File: src/rtl/eight_bit_isa_pkg.sv
// Shared ISA definitions for the 8-bit machine: instruction field layout,
// opcode constants, the execute-strobe bundle and the sequencer state type.
// Used by the sequencer, its decoder and the ROM image tooling.
package eight_bit_isa_pkg;

    // Instruction layout: [7:4] opcode, [3:2] ra, [1:0] rb
    localparam int unsigned InstrW = 8;
    localparam int unsigned OpW    = 4;
    localparam int unsigned RegW   = 2;
    localparam int unsigned ProgW  = 2;

    localparam int unsigned OpHi = 7;
    localparam int unsigned OpLo = 4;
    localparam int unsigned RaHi = 3;
    localparam int unsigned RaLo = 2;
    localparam int unsigned RbHi = 1;
    localparam int unsigned RbLo = 0;

    // ALU-class opcodes
    localparam logic [OpW-1:0] OpAdd  = 4'h0;
    localparam logic [OpW-1:0] OpSub  = 4'h1;
    localparam logic [OpW-1:0] OpAnd  = 4'h2;
    localparam logic [OpW-1:0] OpOr   = 4'h3;
    localparam logic [OpW-1:0] OpXor  = 4'h4;
    localparam logic [OpW-1:0] OpShl  = 4'h5;
    localparam logic [OpW-1:0] OpSqa  = 4'h6;
    localparam logic [OpW-1:0] OpSqb  = 4'h7;
    localparam logic [OpW-1:0] OpShr  = 4'hC;
    localparam logic [OpW-1:0] OpBshr = 4'hD;

    // Datapath-control opcodes
    localparam logic [OpW-1:0] OpPush = 4'h8;
    localparam logic [OpW-1:0] OpLda  = 4'h9;
    localparam logic [OpW-1:0] OpLdb  = 4'hA;
    localparam logic [OpW-1:0] OpOut  = 4'hB;

    // One-hot execute strobes; at most one field is ever set
    typedef struct packed {
        logic alu;
        logic load_a;
        logic load_b;
        logic push;
        logic out;
    } strobes_t;

    typedef enum logic [2:0] {
        StIdle,
        StFetch,
        StDecode,
        StExec,
        StDone
    } state_e;

    function automatic logic [OpW-1:0] opcode_of(input logic [InstrW-1:0] ir);
        return ir[OpHi:OpLo];
    endfunction

endpackage

File: src/rtl/eight_bit_decoder.sv
// Combinational instruction decoder: maps an instruction word to its one-hot
// execute strobe and flags the two reserved opcodes as illegal.
//   ir      : instruction word
//   strobes : one-hot execute strobe (all zero for illegal opcodes)
//   illegal : opcode 1110 or 1111
module eight_bit_decoder
    import eight_bit_isa_pkg::*;
(
    input  logic [InstrW-1:0] ir,
    output strobes_t          strobes,
    output logic              illegal
);

    always_comb begin
        strobes = '0;
        illegal = 1'b0;
        case (opcode_of(ir))
            OpAdd, OpSub, OpAnd, OpOr, OpXor,
            OpShl, OpSqa, OpSqb, OpShr, OpBshr: strobes.alu    = 1'b1;
            OpPush:                             strobes.push   = 1'b1;
            OpLda:                              strobes.load_a = 1'b1;
            OpLdb:                              strobes.load_b = 1'b1;
            OpOut:                              strobes.out    = 1'b1;
            default:                            illegal        = 1'b1;
        endcase
    end

endmodule

File: src/rtl/eight_bit_sequencer.sv
// Instruction fetch/decode controller for the 8-bit machine. Runs one program
// from address 0 until its `out` instruction, three cycles per instruction
// (FETCH, DECODE, EXEC), stalling in EXEC while the datapath is not ready.
//   clk, rst_n      : clock, asynchronous active-low reset
//   start, prog_sel : begin a run of program prog_sel (accepted only in IDLE)
//   prog, address   : ROM select and fetch address
//   instruction     : ROM data for prog/address
//   exec_ready      : datapath accepts the current EXEC operation
//   alu_en .. out_en: one-hot execute strobes, high only in EXEC
//   alu_op, ra, rb  : opcode and register fields of the current instruction
//   busy, done      : not idle / one-cycle normal-completion pulse
//   error           : sticky illegal-opcode or address-overrun flag
//   instr_count     : instructions retired this run, saturating
module eight_bit_sequencer
    import eight_bit_isa_pkg::*;
#(
    parameter int unsigned ADDR_W    = 8,
    parameter int unsigned LAST_ADDR = 255
) (
    input  logic              clk,
    input  logic              rst_n,
    input  logic              start,
    input  logic [ProgW-1:0]  prog_sel,
    output logic [ProgW-1:0]  prog,
    output logic [ADDR_W-1:0] address,
    input  logic [InstrW-1:0] instruction,
    input  logic              exec_ready,
    output logic              alu_en,
    output logic [OpW-1:0]    alu_op,
    output logic [RegW-1:0]   ra,
    output logic [RegW-1:0]   rb,
    output logic              load_a_en,
    output logic              load_b_en,
    output logic              push_en,
    output logic              out_en,
    output logic              busy,
    output logic              done,
    output logic              error,
    output logic [7:0]        instr_count
);

    localparam logic [ADDR_W-1:0] LastAddr = ADDR_W'(LAST_ADDR);

    state_e              state_q, state_d;
    logic [ProgW-1:0]    prog_q, prog_d;
    logic [ADDR_W-1:0]   addr_q, addr_d;
    logic [InstrW-1:0]   ir_q, ir_d;
    strobes_t            strb_q, strb_d;
    logic                error_q, error_d;
    logic [7:0]          count_q, count_d;

    strobes_t            dec_strobes;
    logic                dec_illegal;

    eight_bit_decoder u_decoder (
        .ir      (ir_q),
        .strobes (dec_strobes),
        .illegal (dec_illegal)
    );

    always_comb begin
        state_d = state_q;
        prog_d  = prog_q;
        addr_d  = addr_q;
        ir_d    = ir_q;
        error_d = error_q;
        count_d = count_q;
        // Strobes drop to zero in every state except a held (stalled) EXEC
        strb_d  = '0;
        case (state_q)
            StIdle: begin
                if (start) begin
                    prog_d  = prog_sel;
                    addr_d  = '0;
                    error_d = 1'b0;
                    count_d = '0;
                    state_d = StFetch;
                end
            end
            StFetch: begin
                ir_d    = instruction;
                state_d = StDecode;
            end
            StDecode: begin
                if (dec_illegal) begin
                    error_d = 1'b1;
                    state_d = StDone;
                end else begin
                    strb_d  = dec_strobes;
                    state_d = StExec;
                end
            end
            StExec: begin
                if (!exec_ready) begin
                    strb_d = strb_q;
                end else begin
                    if (count_q != 8'hFF) begin
                        count_d = count_q + 8'd1;
                    end
                    if (strb_q.out) begin
                        state_d = StDone;
                    end else if (addr_q == LastAddr) begin
                        // Ran off the end of the program without an `out`
                        error_d = 1'b1;
                        state_d = StDone;
                    end else begin
                        addr_d  = addr_q + 1'b1;
                        state_d = StFetch;
                    end
                end
            end
            StDone: begin
                state_d = StIdle;
            end
            default: begin
                state_d = StIdle;
            end
        endcase
    end

    always_ff @(posedge clk or negedge rst_n) begin
        if (!rst_n) begin
            state_q <= StIdle;
            prog_q  <= '0;
            addr_q  <= '0;
            ir_q    <= '0;
            strb_q  <= '0;
            error_q <= 1'b0;
            count_q <= '0;
        end else begin
            state_q <= state_d;
            prog_q  <= prog_d;
            addr_q  <= addr_d;
            ir_q    <= ir_d;
            strb_q  <= strb_d;
            error_q <= error_d;
            count_q <= count_d;
        end
    end

    assign prog        = prog_q;
    assign address     = addr_q;
    assign alu_en      = strb_q.alu;
    assign load_a_en   = strb_q.load_a;
    assign load_b_en   = strb_q.load_b;
    assign push_en     = strb_q.push;
    assign out_en      = strb_q.out;
    assign alu_op      = strb_q.alu ? opcode_of(ir_q) : '0;
    assign ra          = ir_q[RaHi:RaLo];
    assign rb          = ir_q[RbHi:RbLo];
    assign busy        = (state_q != StIdle);
    assign done        = (state_q == StDone) && !error_q;
    assign error       = error_q;
    assign instr_count = count_q;

endmodule

File: config.mk
export PLATFORM = sky130hd
export DESIGN_NAME = eight_bit_sequencer
export DESIGN_NICKNAME = d
export VERILOG_FILES = /design/src/rtl/eight_bit_isa_pkg.sv /design/src/rtl/eight_bit_decoder.sv /design/src/rtl/eight_bit_sequencer.sv
export SDC_FILE = /design/constraint.sdc
export NUM_CORES = 1
export LEC_CHECK = 0
export ABC_CLOCK_PERIOD_IN_PS = 2300
export BUFFER_PORTS_ARGS = -buffer_cell sky130_fd_sc_hd__buf_4
export CAP_MARGIN = 10
export CORE_UTILIZATION = 50
export DETAILED_ROUTE_END_ITERATION = 6
export MAX_ROUTING_LAYER = met4
export PLACE_DENSITY = 0.83
export SLEW_MARGIN = 40
export SYNTH_ARGS = -nofsm -noshare
export SYNTH_HDL_FRONTEND = slang
export SYNTH_SLANG_ARGS = --single-unit
File: constraint.sdc
create_clock -name clk -period 2.3 [get_ports clk]
set_input_delay 0.46 -clock clk [delete_from_list [all_inputs] [get_ports clk]]
set_output_delay 0.46 -clock clk [all_outputs]
set_load 0.05 [all_outputs]
==> results of run 1 <==
==> final cells by class <==
class / instances / area [um^2] / area share (%)
clock buffers: 6 / 82.6 / 3.52
clock inverters: 1 / 5.00 / 0.213
inverters: 5 / 18.8 / 0.799
multi-input cells: 136 / 911 / 38.8
flip-flops and latches: 35 / 876 / 37.3
well taps: 46 / 57.6 / 2.45
repair buffers: 53 / 398 / 16.9
==> registers in the layout (all words and copies together) (netlist names) <==
name         flops
state_q          3
load_a_en        1
address          8
prog             2
push_en          1
error            1
instr_count      8
out_en           1
alu_en           1
ir_q             8
load_b_en        1
==> critical path, stage by stage, from the launching register on <==
cell     delay (ps)
dfrtp_1         550
nor4b_2         380
buf_4           260
==> through the flow <==
stage | power, mW | std cells | hold WS, ps
floorplan | 2.18 | 187 | 164
global placement | 2.56 | 275 | 437
detailed placement | 2.60 | 275 | 432
CTS | 3.05 | 282 | 120
global route | 3.22 | 282 | 140
finish | 3.03 | 282 | 112
==> logic make-up after synthesis <==
kind of cell	count (synthesis)	share of synthesized area, %
fa+ha+maj	2	1.35
flops	35	47.1
mux	10	5.93
compound gates	45	16.7
simple gates	79	24.7
buf+inv	16	4.18
==> metal layers <==
metal | vias to the layer above | GRT usage (%)
met5 | - | -
met4 | 0 | 9.30
met3 | 8 | 6.20
met2 | 44 | 34.3
met1 | 794 | 29.8
li1 | 790 | -
==> how the worst min path moves through the flow <==
stage	from	to	slack (ps)	cells past startpoint
after global routing	rst_n	address[4]$_DFFE_PN0P_	140	1
after floorplan	rst_n	address[0]$_DFFE_PN0P_	160	0
after global placement	rst_n	address[4]$_DFFE_PN0P_	440	1
after detailed placement	rst_n	address[5]$_DFFE_PN0P_	430	1
after CTS	rst_n	address[5]$_DFFE_PN0P_	120	1
final	rst_n	address[0]$_DFFE_PN0P_	110	1
==> cell usage after synthesis (2+ instances only) <==
master     n
a21oi_1   10
a31oi_1    2
a32o_1     2
and2_1     4
and3_1     3
and4_1     2
and4b_1    2
buf_2      2
buf_4      4
clkbuf_1   5
dfrtp_1   35
ha_1       2
inv_1      5
mux2_2     8
mux2i_1    2
nand2_1   21
nand2b_1   3
nand3_1    4
nand3b_1   2
nand4_1    2
nor2_1    10
nor2b_1    5
nor4b_1    3
o211ai_1   2
o21a_1     3
o21ai_0    9
o31ai_1    6
or2_2      2
or3_1      5
or4_1      6
==> power breakdown <==
group | internal [mW] | total [mW] | switching, mW
logic | 0.547 | 1.54 | 0.990
clock network | 0.234 | 0.442 | 0.207
registers | 0.808 | 1.05 | 0.241
total | 1.59 | 3.03 | 1.44
==> summary.txt, run 1 <==
Fillers = 293
Cts repair resizes = 0
Max IR drop VDD = 677 uV
Main synth FF type = dfrtp_1
Clock transition at path regs = 70 ps
Area contributors post-synth = dfrtp_1 (47%), mux2_2 (4.8%), nand2_1 (4.2%)
Post-DP HPWL = 2920 um
Post-route design area = 2350 um^2
Full die area = 3960 um^2
Synth warn = 0
Fin worst setup slack = 365 ps
Cts bufs inserted = 5
Crit path launch = state_q[0]$_DFFE_PN0P_
DRT Pass-1 Iters = 4
Port bufs = 47
DR WL met2 = 1900 um
Num rows = 21
Antenna cells = 0
Die width = 63.0 um
Leakage = 1.09 nW
Post-synth EDFFs = 0
Cells after Synth = 187
Routed WL = 3980 um
Initial DRC Count = 160
Final #Nets = 252
Synthesized area = 1860 um^2
GRT Overall Usage = 23.1%
Worst R2R Path Depth = 4
Leading cell types in the layout, fill and taps excluded = buf_4 (53), dfrtp_1 (35), nand2_1 (21), a21oi_1 (10), nor2_1 (10)
Total core area = 3440 um^2
Clock Sink Count = 35
RSZ-0062 raised after global routing = no
Worst R2R End = address[6]$_DFFE_PN0P_
Fin. max-slew vios = 0
WL/cell = 14.1 um
DRC violation count after routing = 0
Dpl ws = 441 ps
Met3 wire len = 160 um
Asr flop ratio synth = 100%
Type of origin of the critical path = register
Remaining Overflow, GRT = 0
Initial antenna violation count = 0
Final Wtd Congestion = 0.881
CTS tree = done
CP max FO = 15
Starting Density = 54.0%
Area growth, synth to finish = 26.4%
Slew @ Worst Pin = 577 ps
Mean post-synth cell area = 9.94 um^2
Max_slew headroom = 61.0%
Final Skew = 3.81 ps
Maxcap violations = 0
Reg2Reg Setup Slack = 420 ps
Setup crit end kind = primary output
Via density = 5.80
Root buf cell = clkbuf_8
Top Metal Used = met4
Ratio of cells with drive above 1 in the final layout = 31.8%
Cell Area, Placed = 2260 um^2
Worst Setup Path Type = register to primary output
Post-route minimum period = 1930 ps
Final Util = 68.2%
Worst setup endpoint = done
Commonest non-fill, non-tap cell in the layout = buf_4
First-pass GRT wire length = 6900 um
Syn nets = 203
Setup TNS = 0 ps
Min-Delay Path Class = primary input to asynchronous set/reset pin
Post-CTS Setup Inserts = 0
Final Hold Vio Count = 0
Crit share post-route = 84.1%
Number of global-route vias before repair = 1477
H-tree depth = 2
Synth top area share = 47.1%
CP arrival = 1470 ps
Synth area leader = dfrtp_1
Clk_lat worst skew = 290 ps
Fmax = 517 MHz
Synth unique cells = 46
Die span in y = 63.0 um
PD cells = 1290 nW/um^2
Sequential area share after synthesis = 47.1%
Met1 WL = 1850 um
CTS Buffer Depth = 2
Worst Path Required = 1840 ps
Final ANT Viol Nets = 0
Final setup violation count = 0
Largest net degree at the start of global routing = 36
Yosys reg bits = 35
Status = finished, final reports clean
Total number of vias = 1636
I/O pin count = 48
R2R Path Start = state_q[0]$_DFFE_PN0P_
Hold_buf cts = 0
No activity file was read; power rests on OpenSTA's default activity.
==> run 2, diff against run 1 <==
--- a/config.mk
+++ b/config.mk
@@ -5,7 +5,8 @@
 export SDC_FILE = /design/constraint.sdc
 export NUM_CORES = 1
 export LEC_CHECK = 0
-export ABC_CLOCK_PERIOD_IN_PS = 2300
+export ABC_AREA = 1
+export ABC_CLOCK_PERIOD_IN_PS = 2000
 export BUFFER_PORTS_ARGS = -buffer_cell sky130_fd_sc_hd__buf_4
 export CAP_MARGIN = 10
 export CORE_UTILIZATION = 50
==> constraint.sdc (replaced) <==
create_clock -name clk -period 2 [get_ports clk]
set_input_delay 0.4 -clock clk [delete_from_list [all_inputs] [get_ports clk]]
set_output_delay 0.4 -clock clk [all_outputs]
set_load 0.05 [all_outputs]
==> run 2 against run 1 <==
Net effect:
- total power rose by 13%
- count of clock-buffer cells in the layout did not move
- worst hold slack lost 56 ps
- critical path type unchanged
- largest cell class unchanged
- largest power group unchanged
==> summary.txt, run 2 <==
Status = finished, final reports clean
Worst Path Required = 1600 ps
Antenna cells = 0
Post-route design area = 2360 um^2
WL/cell = 11.2 um
Main synth FF type = dfrtp_1
XOR/XNOR Fraction of Synth Area = 2.74%
Sequential area share after synthesis = 45.6%
Routed WL = 3850 um
Synth area leader = dfrtp_1
Synth top area share = 45.6%
Fin. max-slew vios = 0
Post-DP HPWL = 2910 um
CTS Buffer Depth = 2
Most common cell in the netlist = nand2_1
Final setup violation count = 0
Maxcap violations = 0
Full die area = 4090 um^2
Area contributors post-synth = dfrtp_1 (46%), nand2_1 (15%), nor2_1 (6.1%)
Largest net degree at the start of global routing = 36
Slowest stage delay, CP = 460 ps
Final Skew = 6.12 ps
Cts repair resizes = 0
Number of global-route vias before repair = 1570
Total core area = 3660 um^2
Commonest cells post-synth = nand2_1 (75), dfrtp_1 (35), nor2_1 (31), inv_1 (24), nand3_1 (22)
Fin worst setup slack = 224 ps
Final ANT Viol Nets = 0
Max IR drop VDD = 1050 uV
Ratio of cells with drive above 1 in the final layout = 25.1%
CTS tree = done
Final Wtd Congestion = 0.844
Final #Nets = 312
Fillers = 334
Post-route minimum period = 1780 ps
Die span in y = 64.0 um
Synthesized area = 1920 um^2
Cells after Synth = 249
Fmax = 563 MHz
Leading cell types in the layout, fill and taps excluded = nand2_1 (75), buf_4 (48), dfrtp_1 (35), nor2_1 (31), inv_1 (24)
Max_slew headroom = 65.6%
Min-Delay Path Class = primary input to asynchronous set/reset pin
Worst Setup Path Type = register to primary output
Top Family by Delay on Critical Path = flip-flops
Total number of vias = 1732
Port bufs = 47
Initial DRC Count = 103
Post-Synth Adder-Cell Area = 1.30%
Crit share post-route = 88.8%
RSZ-0062 raised after global routing = no
Asr flop ratio synth = 100%
Pwr Total = 3.42 mW
GRT Overall Usage = 22.0%
First-pass GRT wire length = 6730 um
Buf+Inv Stages, Crit Path = 1
Clock Sink Count = 35
Post-synth EDFFs = 0
Post-synthesis mux area share = 3.52%
CP arrival = 1380 ps
Cts bufs inserted = 5
Setup crit end kind = primary output
CP max FO = 7
I/O pin count = 48
Clk_lat worst skew = 280 ps
PD cells = 1450 nW/um^2
DRT Pass-1 Iters = 4
Type of origin of the critical path = register
Area growth, synth to finish = 23.1%
Mean post-synth cell area = 7.71 um^2
Root buf cell = clkbuf_8
Clock transition at path regs = 60 ps
Setup TNS = 0 ps
Remaining Overflow, GRT = 0
Commonest non-fill, non-tap cell in the layout = nand2_1
Syn nets = 265
Initial antenna violation count = 0
Synth warn = 0
Hold_buf cts = 0
Post-Synth Simple-Gate Area = 32.6%
Dpl ws = 390 ps
CP max stage cell = dfrtp_1
Worst-path cell chain = nor2_1 -> nand2_1 -> buf_4
Hold WS = 56.3 ps
Starting Density = 52.5%
Largest family of logic cells by synthesized area = simple AND/OR/NAND/NOR gates
Yosys reg bits = 35
Cell Area, Placed = 2290 um^2
Compound-Gate Fraction of Synth Area = 5.93%
Leakage = 1.24 nW
H-tree depth = 2
Final Hold Vio Count = 0
Die width = 64.0 um
Post-CTS Setup Inserts = 0
DRC violation count after routing = 0
Synth unique cells = 27
Num rows = 22
Via density = 5.05
Slew @ Worst Pin = 514 ps
-- run 2: path summary, 6_finish.rpt --
| kind | startpoint | end | depth (start not counted) | slack (ps) |
|---|---|---|---|---|
| max | state_q[0]$_DFFE_PN0P_ | busy | 3 | 220 |
| min | rst_n | address[4]$_DFFE_PN0P_ | 1 | 60 |
| max reg2reg | state_q[0]$_DFFE_PN0P_ | address[7]$_DFFE_PN0P_ | 8 | 400 |
| min reg2reg | ir_q[2]$_DFFE_PN0N_ | ir_q[2]$_DFFE_PN0N_ | 1 | 500 |
| max in group asynchronous | rst_n | out_en$_DFFE_PN0P_ | 1 | 1640 |
| min in group clk | exec_ready | out_en$_DFFE_PN0P_ | 2 | 320 |
-- run 2: power breakdown --
| group | switching, mW | total, mW | internal [mW] |
|---|---|---|---|
| registers | 0.194 | 1.09 | 0.900 |
| clock network | 0.220 | 0.452 | 0.231 |
| logic | 1.31 | 1.87 | 0.560 |
| total | 1.73 | 3.42 | 1.69 |
-- run 2: metal layers --
layer	GRT usage [%]	up-vias	wire length (um)	part of all wire, %
met5	-	-	0	0
met2	35.2	52	1860	48
met4	7.67	0	56	1.5
met1	26.6	795	1700	44
li1	-	881	-	-
met3	6.25	4	229	6.0
-- run 2: final cells by class --
class                      count  area [um^2]  share of cell area [%]
sequential                    35          876                    37.1
timing repair buffer          48          360                    15.2
clock buffer                   6         72.6                    3.07
inverter                      27          104                    4.39
tap                           48         60.1                    2.54
multi-input combinational    179          891                    37.7
-- run 2: metrics by stage --
stage / cells / util, %
4_1_cts: 343 / 64.6
3_3_place_gp: 337 / 62.6
5_1_grt: 343 / 64.6
2_1_floorplan: 249 / -
6_report: 343 / 64.6
3_5_place_dp: 337 / 62.6
-- run 2: cells by family (layout without fill, tap and decap cells) --
| family | after synthesis | in the layout |
|---|---|---|
| muxes | 6 | 6 |
| and+or+nand+nor | 144 | 144 |
| AOI/OAI and AO/OA | 21 | 21 |
| DFF | 35 | 35 |
| adders and majority gates | 2 | 2 |
| xor gates and xnor gates | 6 | 6 |
| buffers and inverters | 35 | 81 |
-- run 2: worst register-to-register path: stages (launching register included) --
cell     delay [ps]
dfrtp_1         460
nor2_1          220
nand2_1         180
nand2_2         150
nand2_2          80
nor2_4          230
inv_4            80
nand2_1          70
nand2_1          40
